$ cat src/rtl/complex_nr_mult_seq_pkg.sv
// Shared definitions for the sequential complex multiplier: FSM encodings,
// partial-product order and result width derivation.
package complex_mult_pkg;

  typedef enum logic [1:0] {
    ST_IDLE = 2'd0,
    ST_MUL  = 2'd1,
    ST_DONE = 2'd2
  } state_t;

  // Partial-product sequence; index 1 is the only subtracted term.
  localparam logic [1:0] IDX_RE_RE = 2'd0;
  localparam logic [1:0] IDX_IM_IM = 2'd1;
  localparam logic [1:0] IDX_RE_IM = 2'd2;
  localparam logic [1:0] IDX_IM_RE = 2'd3;

  // One guard bit above the product width covers the (-2^(n-1))^2 * 2 corner.
  function automatic int calc_res_width(input int data_width);
    return 2 * data_width + 1;
  endfunction

endpackage

$ cat src/rtl/complex_nr_mult_seq_if.sv
// Operand / result handshake bundle between a producer-consumer (master)
// and the complex multiplier (slave).
interface complex_nr_mult_seq_if
  import complex_mult_pkg::*;
#(
  parameter int DATA_WIDTH = 8,
  parameter int RES_WIDTH  = calc_res_width(DATA_WIDTH)
);
  logic                         op_val;
  logic                         op_ready;
  logic signed [DATA_WIDTH-1:0] op_1_re;
  logic signed [DATA_WIDTH-1:0] op_1_im;
  logic signed [DATA_WIDTH-1:0] op_2_re;
  logic signed [DATA_WIDTH-1:0] op_2_im;
  logic                         res_val;
  logic                         res_ready;
  logic signed [RES_WIDTH-1:0]  res_re;
  logic signed [RES_WIDTH-1:0]  res_im;

  modport master (
    output op_val, op_1_re, op_1_im, op_2_re, op_2_im, res_ready,
    input  op_ready, res_val, res_re, res_im
  );

  modport slave (
    input  op_val, op_1_re, op_1_im, op_2_re, op_2_im, res_ready,
    output op_ready, res_val, res_re, res_im
  );
endinterface

$ cat src/rtl/complex_nr_mult_seq_mac.sv
// Single signed multiplier feeding two add/subtract accumulators (real and
// imaginary); sum exposes the next accumulator value so the final term can
// be registered straight into the result.
module complex_mult_mac #(
  parameter int DATA_WIDTH = 8,
  parameter int RES_WIDTH  = 2 * DATA_WIDTH + 1
) (
  input  logic                         clk,
  input  logic                         rst,
  input  logic                         clr,
  input  logic                         en,
  input  logic                         load,
  input  logic                         sub,
  input  logic                         sel_im,
  input  logic signed [DATA_WIDTH-1:0] mul_a,
  input  logic signed [DATA_WIDTH-1:0] mul_b,
  output logic signed [RES_WIDTH-1:0]  acc_re,
  output logic signed [RES_WIDTH-1:0]  sum
);

  logic signed [2*DATA_WIDTH-1:0] prod;
  logic signed [RES_WIDTH-1:0]    prod_ext;
  logic signed [RES_WIDTH-1:0]    base;
  logic signed [RES_WIDTH-1:0]    acc_im;

  assign prod     = mul_a * mul_b;
  assign prod_ext = RES_WIDTH'(prod);
  // load starts a fresh accumulation instead of needing a separate clear cycle
  assign base     = load ? '0 : (sel_im ? acc_im : acc_re);
  assign sum      = sub ? (base - prod_ext) : (base + prod_ext);

  always_ff @(posedge clk or posedge rst) begin
    if (rst) begin
      acc_re <= '0;
      acc_im <= '0;
    end else if (clr) begin
      acc_re <= '0;
      acc_im <= '0;
    end else if (en) begin
      if (sel_im) acc_im <= sum;
      else        acc_re <= sum;
    end
  end

endmodule

$ cat src/rtl/complex_nr_mult_seq.sv
// Sequential complex multiplier: captures two complex operands, runs four
// partial products through one shared multiplier, holds the result until taken.
//
// state   | meaning
// --------+-----------------------------------------------------------
// ST_IDLE | waiting for op_val; capture operands, pulse op_ready
// ST_MUL  | one partial product per cycle, cnt selects the term 0..3
// ST_DONE | res_val high, result held until res_ready
module complex_nr_mult_seq
  import complex_mult_pkg::*;
#(
  parameter int DATA_WIDTH = 8,
  parameter int RES_WIDTH  = calc_res_width(DATA_WIDTH)
) (
  input logic                 clk,
  input logic                 rst,
  input logic                 sw_rst,
  complex_nr_mult_seq_if.slave bus
);

  state_t                       state;
  logic [1:0]                   cnt;
  logic                         op_ready_q;
  logic                         res_val_q;
  logic signed [RES_WIDTH-1:0]  res_re_q;
  logic signed [RES_WIDTH-1:0]  res_im_q;
  logic signed [DATA_WIDTH-1:0] a_re, a_im, b_re, b_im;

  logic signed [DATA_WIDTH-1:0] mul_a, mul_b;
  logic signed [RES_WIDTH-1:0]  mac_acc_re, mac_sum;
  logic                         mac_en, mac_load, mac_sub, mac_sel_im;

  always_comb begin
    mul_a = a_re;
    mul_b = b_re;
    case (cnt)
      IDX_RE_RE: begin mul_a = a_re; mul_b = b_re; end
      IDX_IM_IM: begin mul_a = a_im; mul_b = b_im; end
      IDX_RE_IM: begin mul_a = a_re; mul_b = b_im; end
      default:   begin mul_a = a_im; mul_b = b_re; end
    endcase
  end

  assign mac_en     = (state == ST_MUL);
  assign mac_load   = (cnt == IDX_RE_RE) || (cnt == IDX_RE_IM);
  assign mac_sub    = (cnt == IDX_IM_IM);
  assign mac_sel_im = cnt[1];

  complex_mult_mac #(
    .DATA_WIDTH (DATA_WIDTH),
    .RES_WIDTH  (RES_WIDTH)
  ) u_mac (
    .clk    (clk),
    .rst    (rst),
    .clr    (sw_rst),
    .en     (mac_en),
    .load   (mac_load),
    .sub    (mac_sub),
    .sel_im (mac_sel_im),
    .mul_a  (mul_a),
    .mul_b  (mul_b),
    .acc_re (mac_acc_re),
    .sum    (mac_sum)
  );

  always_ff @(posedge clk or posedge rst) begin
    if (rst) begin
      state      <= ST_IDLE;
      cnt        <= '0;
      op_ready_q <= 1'b0;
      res_val_q  <= 1'b0;
      res_re_q   <= '0;
      res_im_q   <= '0;
      a_re       <= '0;
      a_im       <= '0;
      b_re       <= '0;
      b_im       <= '0;
    end else if (sw_rst) begin
      state      <= ST_IDLE;
      cnt        <= '0;
      op_ready_q <= 1'b0;
      res_val_q  <= 1'b0;
      res_re_q   <= '0;
      res_im_q   <= '0;
      a_re       <= '0;
      a_im       <= '0;
      b_re       <= '0;
      b_im       <= '0;
    end else begin
      op_ready_q <= 1'b0;
      case (state)
        ST_IDLE: begin
          if (bus.op_val) begin
            a_re       <= bus.op_1_re;
            a_im       <= bus.op_1_im;
            b_re       <= bus.op_2_re;
            b_im       <= bus.op_2_im;
            op_ready_q <= 1'b1;
            cnt        <= '0;
            state      <= ST_MUL;
          end
        end
        ST_MUL: begin
          cnt <= cnt + 2'd1;
          // last term goes straight from the adder so latency stays at four
          if (cnt == IDX_IM_RE) begin
            res_re_q  <= mac_acc_re;
            res_im_q  <= mac_sum;
            res_val_q <= 1'b1;
            state     <= ST_DONE;
          end
        end
        ST_DONE: begin
          if (bus.res_ready) begin
            res_val_q <= 1'b0;
            state     <= ST_IDLE;
          end
        end
        default: state <= ST_IDLE;
      endcase
    end
  end

  assign bus.op_ready = op_ready_q;
  assign bus.res_val  = res_val_q;
  assign bus.res_re   = res_re_q;
  assign bus.res_im   = res_im_q;

endmodule

$ cat src/flat_wrapper.sv
// flat-port wrapper written by rule: the top's interface ports become plain ports
module complex_nr_mult_seq_flat import complex_mult_pkg::*;
#(
  parameter int DATA_WIDTH = 8,
  parameter int RES_WIDTH  = calc_res_width(DATA_WIDTH)
)
  (clk, rst, sw_rst, bus_op_val, bus_op_1_re, bus_op_1_im, bus_op_2_re, bus_op_2_im, bus_res_ready, bus_op_ready, bus_res_val, bus_res_re, bus_res_im);
  complex_nr_mult_seq_if #(.DATA_WIDTH(DATA_WIDTH), .RES_WIDTH(RES_WIDTH)) bus_i ();
  input logic clk;
  input logic rst;
  input logic sw_rst;
  input wire logic [$bits(bus_i.op_val)-1:0] bus_op_val;
  input wire logic [$bits(bus_i.op_1_re)-1:0] bus_op_1_re;
  input wire logic [$bits(bus_i.op_1_im)-1:0] bus_op_1_im;
  input wire logic [$bits(bus_i.op_2_re)-1:0] bus_op_2_re;
  input wire logic [$bits(bus_i.op_2_im)-1:0] bus_op_2_im;
  input wire logic [$bits(bus_i.res_ready)-1:0] bus_res_ready;
  output wire logic [$bits(bus_i.op_ready)-1:0] bus_op_ready;
  output wire logic [$bits(bus_i.res_val)-1:0] bus_res_val;
  output wire logic [$bits(bus_i.res_re)-1:0] bus_res_re;
  output wire logic [$bits(bus_i.res_im)-1:0] bus_res_im;
  assign bus_i.op_val = bus_op_val;
  assign bus_i.op_1_re = bus_op_1_re;
  assign bus_i.op_1_im = bus_op_1_im;
  assign bus_i.op_2_re = bus_op_2_re;
  assign bus_i.op_2_im = bus_op_2_im;
  assign bus_i.res_ready = bus_res_ready;
  assign bus_op_ready = bus_i.op_ready;
  assign bus_res_val = bus_i.res_val;
  assign bus_res_re = bus_i.res_re;
  assign bus_res_im = bus_i.res_im;
  complex_nr_mult_seq #(.DATA_WIDTH(DATA_WIDTH), .RES_WIDTH(RES_WIDTH)) u_core (.clk(clk), .rst(rst), .sw_rst(sw_rst), .bus(bus_i));
endmodule
$ cat config.mk
export PLATFORM = sky130hd
export DESIGN_NAME = complex_nr_mult_seq_flat
export DESIGN_NICKNAME = d
export VERILOG_FILES = /design/src/rtl/complex_nr_mult_seq_pkg.sv /design/src/rtl/complex_nr_mult_seq_if.sv /design/src/rtl/complex_nr_mult_seq_mac.sv /design/src/rtl/complex_nr_mult_seq.sv /design/src/flat_wrapper.sv
export SDC_FILE = /design/constraint.sdc
export NUM_CORES = 1
export LEC_CHECK = 0
export ABC_AREA = 0
export BUFFER_PORTS_ARGS = -buffer_cell sky130_fd_sc_hd__buf_2
export CORE_MARGIN = 10
export CORE_UTILIZATION = 50
export CTS_CLUSTER_SIZE = 16
export DETAILED_ROUTE_END_ITERATION = 10
export PLACE_DENSITY = 0.73
export SLEW_MARGIN = 30
export SYNTH_ARGS = -nofsm -noshare
export SYNTH_HDL_FRONTEND = slang
export SYNTH_SLANG_ARGS = --single-unit
$ cat constraint.sdc
create_clock -name clk -period 7.98 [get_ports clk]
set_input_delay 1.596 -clock clk [delete_from_list [all_inputs] [get_ports clk]]
set_output_delay 1.596 -clock clk [all_outputs]
set_load 0.02 [all_outputs]
Word level (Yosys, flattened, before mapping)
Cells that the tools add are included.

word-level totals
  flip-flop bits (word level) = 106
  input port bits = 37

cells by class
  multipliers = 1
  equal/unequal tests = 9
  reduce and logical (&&, ||, !) cells = 19
  muxes and demuxes = 44
  add/subtract/negate cells = 3

operator list
  operator               number
  $mux W17               15
  $mux W8                14
  $add A17 B16 Y17       1
  $sub A17 B16 Y17       1
  $mul A8 B8 Y16         1
  $mux W2                6
  $reduce_and A2 Y1      5
  $reduce_bool A2 Y1     5
  $ne A3 B3 Y1 const B   3
  $eq A2 B2 Y1 const B   3
  $mux W1                6
  $pmux W2 S3            1
  $reduce_and A3 Y1      2
  $reduce_bool A3 Y1     2
  $eq A2 B1 Y1 const B   2
  $logic_not A2 Y1       2
  $pmux W2 S2            1
  $reduce_or A2 Y1       2
  $add A2 B1 Y2 const B  1
  $ne A2 B2 Y1 const B   1
  $pmux W1 S2            1
  $logic_or A1 B1 Y1     1

Logic depth before layout (Yosys ltp)
  word-level depth = 9
  gate-level depth with buffers = 32

Modules after synthesis
A second synthesis with hierarchy kept.

second synthesis, totals
  cell total of the unflattened synthesis = 918
  area total of the unflattened synthesis = 9,056.2 µm²

by module, submodules not included
  module               seq. area each (µm²)  instances  area each (µm²)  cells each
  complex_mult_mac     850.8                 1          5,172.5          579
  complex_nr_mult_seq  1,801.7               1          3,883.7          339

Least setup slack after synthesis
OpenSTA, ideal clock, no wires.

  kind = register to register
  from = reg u_core.cnt[1]
  to = reg u_core.res_im_q[16] (netlist: u_core.bus.res_im[16])
  period minus slack after synthesis = 7.720 ns
  data arrival time = 7.638 ns
  required time = 7.898 ns
  cell stages (with the launch flop) = 31
  setup time = 0.082 ns
  slack = 0.260 ns
  buffers on the path = 2
  cell sequence = dfrtp_1 inv_1 ha_1 or2_1 clkbuf_1 buf_1 mux2i_1 or2_2 fa_1 fa_1 inv_1 fa_1 inv_1 fa_1 inv_1 ha_1 a21oi_2 a21oi_2 or4_4 a2111oi_4 o211ai_4 nand2_1 xor2_1 ha_1 and2_1 a31oi_1 a31oi_1 nor4_1 a311oi_2 or3_1 a31oi_1

on the way
  word-level cells in the longest chain between the ends = 9
  elaborated cells between the ends (all ways) = 20
  classes of those cells = 2 x add/sub; 1 x mul; 3 x eq/ne; 8 x mux; 6 x reduce/logical

RTL lines
  item                                                  line                                                  text
  from (decl)                                           complex_nr_mult_seq.sv:22                             logic [1:0] cnt;
  from (signal assigned)                                complex_nr_mult_seq.sv:104                            cnt <= cnt + 2'd1;
  $eq A2 B2 Y1, or another cell as far along            complex_nr_mult_seq.sv:36, complex_nr_mult_seq.sv:45
  $reduce_or A2 Y1 (no source line)                     -
  $mux W8                                               complex_nr_mult_seq.sv:36                             case (cnt)
  $mul A8 B8 Y16                                        complex_nr_mult_seq_mac.sv:26                         assign prod = mul_a * mul_b;
  $add A17 B16 Y17 or $sub A17 B16 Y17 (tied branches)  complex_nr_mult_seq_mac.sv:30                         assign sum = sub ? (base - prod_ext) : (base + prod_ext);
  $mux W17                                              complex_nr_mult_seq_mac.sv:30
  $mux W17                                              complex_nr_mult_seq.sv:106                            if (cnt == IDX_IM_RE) begin
  $mux W17                                              complex_nr_mult_seq.sv:91                             case (state)
  $mux W17                                              complex_nr_mult_seq.sv:78                             end else if (sw_rst) begin
  to (signal assigned)                                  complex_nr_mult_seq.sv:108                            res_im_q <= mac_sum;
  to (decl)                                             complex_nr_mult_seq.sv:26                             logic signed [RES_WIDTH-1:0] res_im_q;

Parallel ways exist; a longest one is shown, timed or not. The select of a mux whose other input is x is not followed.
A chain may end at the register's enable or synchronous reset.

Final worst setup path
  from = reg u_core.cnt[0]
  to = reg u_core.res_im_q[16] (netlist: u_core.bus.res_im[16])

Same word-level chain as after synthesis.

==> impl_metrics.py <==
metrics = {
    "route": {
        "postRouteAntennaNets": 0,
        "vias_per_cell": 5.455,
        "drtIter0Drc": 402,
        "wire_per_inst_um": 15.27,
        "drc_errors": 0,
        "wl_mm": 18.40,
        "num_vias": 6573,
        "first_pass_iters": 5,
    },
    "final_layout": {
        "area_growth_pct": 12.47,
        "nFillCells": 1454,
        "multi_input_area_mm2": 0.005165,
        "final_util": 0.5683,
        "layout-drive-gt1-share": 0.1563,
        "seq_area_mm2": 0.002653,
        "nets": 1124,
        "insertedDiodeCount": 0,
    },
    "placement": {
        "pre_cts_ws_ns": 0.09276,
        "gp_congestion": 0.9032,
        "numPortBuffers": 72,
        "post-dp-hpwl_mm": 14.42,
    },
    "power_and_ir_drop": {
        "seqPwrFrac": 0.332,
        "p_comb_frac": 0.418,
        "p_clk_frac": 0.249,
        "switching_share": 0.3785,
        "peakVddDrop_mv": 0.1327,
        "power_density_mw_per_mm2": 190.8,
        "p_int_uw": 1105,
        "p_leak_uw": 0.004449,
        "power_switching_uw": 673.2,
    },
    "grt": {
        "first_global_vias": 6441,
        "grt_antenna_before_repair": 0,
        "grt_max_degree": 65,
        "overflow": 0,
        "grt_use_total": 0.1681,
        "grt_pass1_wl_mm": 31.07,
    },
    "synthesis": {
        "synth_edf_count": 0,
        "yosysWarnings": 0,
        "yosysUniqueCellTypes": 65,
        "synth.area.top_cells": "dfrtp_1 (32%), fa_1 (14%), ha_1 (7.5%)",
        "synth_largest_area_cell": "dfrtp_1",
        "synth.avg_cell_area_um2": 9.090,
        "ys_ff_latch": 106,
        "synth_area_mm2": 0.008290,
        "synthFlopType": "dfrtp_1",
        "synth-seq-area-share": 0.3200,
        "synth_cells": 912,
        "yosys.area.top_type_share": 0.3200,
        "syn-num-nets": 1055,
        "synthTopCellsByCount": "dfrtp_1 (106), nand2_1 (106), inv_1 (104), nor2_1 (98), a21oi_1 (57)",
        "asyncSetResetFlopFracSynth": 1.000,
    },
    "sta": {
        "layout_setup_ws_ns": 0.3186,
        "final-max-slew-violation-count": 0,
        "holdWs_ns": 0.5045,
        "fmax_mhz": 130.5,
        "max_slew_margin": 0.5158,
        "setup_viol": 0,
        "finalCritPeriodShare": 0.9601,
        "hold_violations": 0,
        "period_needed_ns": 7.661,
        "skew_ns": 0.008135,
        "worst_pin_slew_ns": 0.7263,
    },
    "clock_tree": {
        "cts-buffers-inserted": 9,
        "cts-htree-levels": 3,
        "cts.sinks": 106,
        "clk_pin_slew_ns": 0.07,
        "cts_tree": "yes",
        "clock_latency_ns": 0.36,
        "cts_buffer_depth": 2,
        "cts-root-buf": "clkbuf_16",
    },
    "worst_hold_path": {
        "min_from": "u_core.a_im[3]$_DFFE_PP0P_",
        "holdPathEnd": "u_core.a_im[3]$_DFFE_PP0P_",
        "whs_path_depth": 1,
        "hp-class": "reg2reg",
    },
    "worst_setup_path": {
        "worstSetupEndpointType": "flop",
        "timing.rr.end": "u_core.bus.res_im[16]$_DFFE_PP0P_",
        "critical_path_class": "reg2reg",
        "critPathMaxFanout": 8,
        "cp_top_family": "adder cells",
        "cpMaxStageDelayCell": "fa_1",
        "arrival_ns": 7.93,
        "worstRegToRegCells": 28,
        "critPathMaxStageDelay_ns": 0.54,
        "startpoint_type": "flop",
        "r2r_setup_slack_ns": 0.32,
        "r2r_start": "u_core.cnt[0]$_DFFE_PP0P_",
        "required_ns": 8.25,
        "crit_buf_inv": 4,
    },
    "floorplanning": {
        "die_w_um": 148.8,
        "start_util": 0.5053,
        "die_y_um": 148.8,
        "core_mm2": 0.01641,
        "io_pins": 73,
        "fp-row-count": 47,
        "dieArea_mm2": 0.02213,
    },
    "status": {
        "status": "finished clean",
    },
    "flow_run": {
        "drv_cap": 0,
    },
}
-- routing by layer --
metal | part of all wire | vias up | GRT usage | wire length (µm)
met3 | 0.054 | 28 | 0.04126 | 986
met2 | 0.48 | 162 | 0.2786 | 8800
li1 | - | 3210 | - | -
met4 | 0.018 | 0 | 0.04612 | 323
met5 | 0 | - | 0 | 0
met1 | 0.45 | 3173 | 0.2147 | 8294
-- how the worst max path moves through the flow --
stage	start	endpoint	cells after the start
CTS	u_core.cnt[1]$_DFFE_PP0P_	u_core.bus.res_im[16]$_DFFE_PP0P_	29
floorplan	u_core.cnt[1]$_DFFE_PP0P_	u_core.bus.res_im[16]$_DFFE_PP0P_	30
finish	u_core.cnt[0]$_DFFE_PP0P_	u_core.bus.res_im[16]$_DFFE_PP0P_	28
global route	u_core.cnt[0]$_DFFE_PP0P_	u_core.bus.res_im[16]$_DFFE_PP0P_	28
detailed placement	u_core.cnt[1]$_DFFE_PP0P_	u_core.bus.res_im[16]$_DFFE_PP0P_	29
global placement	u_core.cnt[1]$_DFFE_PP0P_	u_core.bus.res_im[16]$_DFFE_PP0P_	29
-- sequential cells by signal, summed over array words and instances (netlist names) --
signal and cells:
u_core.bus.res_im 17, u_core.bus.res_re 17, u_core.u_mac.acc_im 17, u_core.u_mac.acc_re 17
u_core.a_im 8, u_core.a_re 8, u_core.b_im 8, u_core.b_re 8
u_core.cnt 2, u_core.state 2, u_core.bus.op_ready 1, u_core.bus.res_val 1
-- power by group through the flow --
| stage | clock network (µW) | registers [µW] | logic [µW] |
|---|---|---|---|
| 6_report | 444 | 591 | 744 |
| 5_1_grt | 471 | 595 | 831 |
| 4_1_cts | 451 | 590 | 732 |
| 3_5_place_dp | 0 | 600 | 728 |
| 3_3_place_gp | 0 | 600 | 718 |
| 2_1_floorplan | 0 | 592 | 567 |
-- metrics by stage --
stage          cells  cell area (µm²)  total power (µW)    TNS, ns
6_report        1205             9324              1779          0
5_1_grt         1205             9324              1896  -0.003474
4_1_cts         1204             9269              1773          0
3_5_place_dp    1189             8975              1328          0
3_3_place_gp    1188             8959              1318          0
2_1_floorplan    912             8290              1159          0
-- final cells by class --
class / instances / share of cell area
clock inverter: 5 / 0.006978
timing repair buffer: 96 / 0.05837
tap: 220 / 0.02952
multi-input combinational: 664 / 0.5539
sequential: 106 / 0.2845
inverter: 104 / 0.04214
clock buffer: 10 / 0.02456
-- cells by family (layout without fill, tap and decap cells) --
family | Yosys count | count (layout) | synth area share
buffers and inverters | 142 | 215 | 0.06429
and+or+nand+nor | 304 | 304 | 0.1681
AOI/OAI and AO/OA | 185 | 185 | 0.1561
muxes | 37 | 37 | 0.04543
DFF | 106 | 106 | 0.3200
adders and majority gates | 106 | 106 | 0.2107
xor gates and xnor gates | 32 | 32 | 0.03547
-- cells in the final DEF (no fill, tap or decap), types with 3 or more instances in the layout --
master     instances
nand2_1          106
dfrtp_1          106
inv_1            103
nor2_1            97
buf_2             72
a21oi_1           57
fa_1              56
ha_1              49
a22o_1            32
mux2i_1           28
xnor2_1           25
o21ai_0           24
buf_4             23
nand3_1           22
or2_2             17
and2_1            14
o31ai_1           10
a211oi_1           9
nor3_1             9
clkbuf_16          9
nand2b_1           8
a31oi_1            8
o21a_1             7
nor2b_1            6
xor2_1             6
or3_1              5
mux2_2             5
nand4_1            3
o21bai_1           3
o21ai_1            3
o311ai_1           3
nor3b_1            3
clkinv_4           3
-- repair_timing --
| action | in CTS | in global routing |
|---|---|---|
| hold buffers | 0 | 0 |
| gates resized for setup | 0 | 9 |
| buffers inserted | 0 | 1 |
| setup endpoints to repair | 0 | 9 |
No activity file was read; power rests on OpenSTA's default activity.
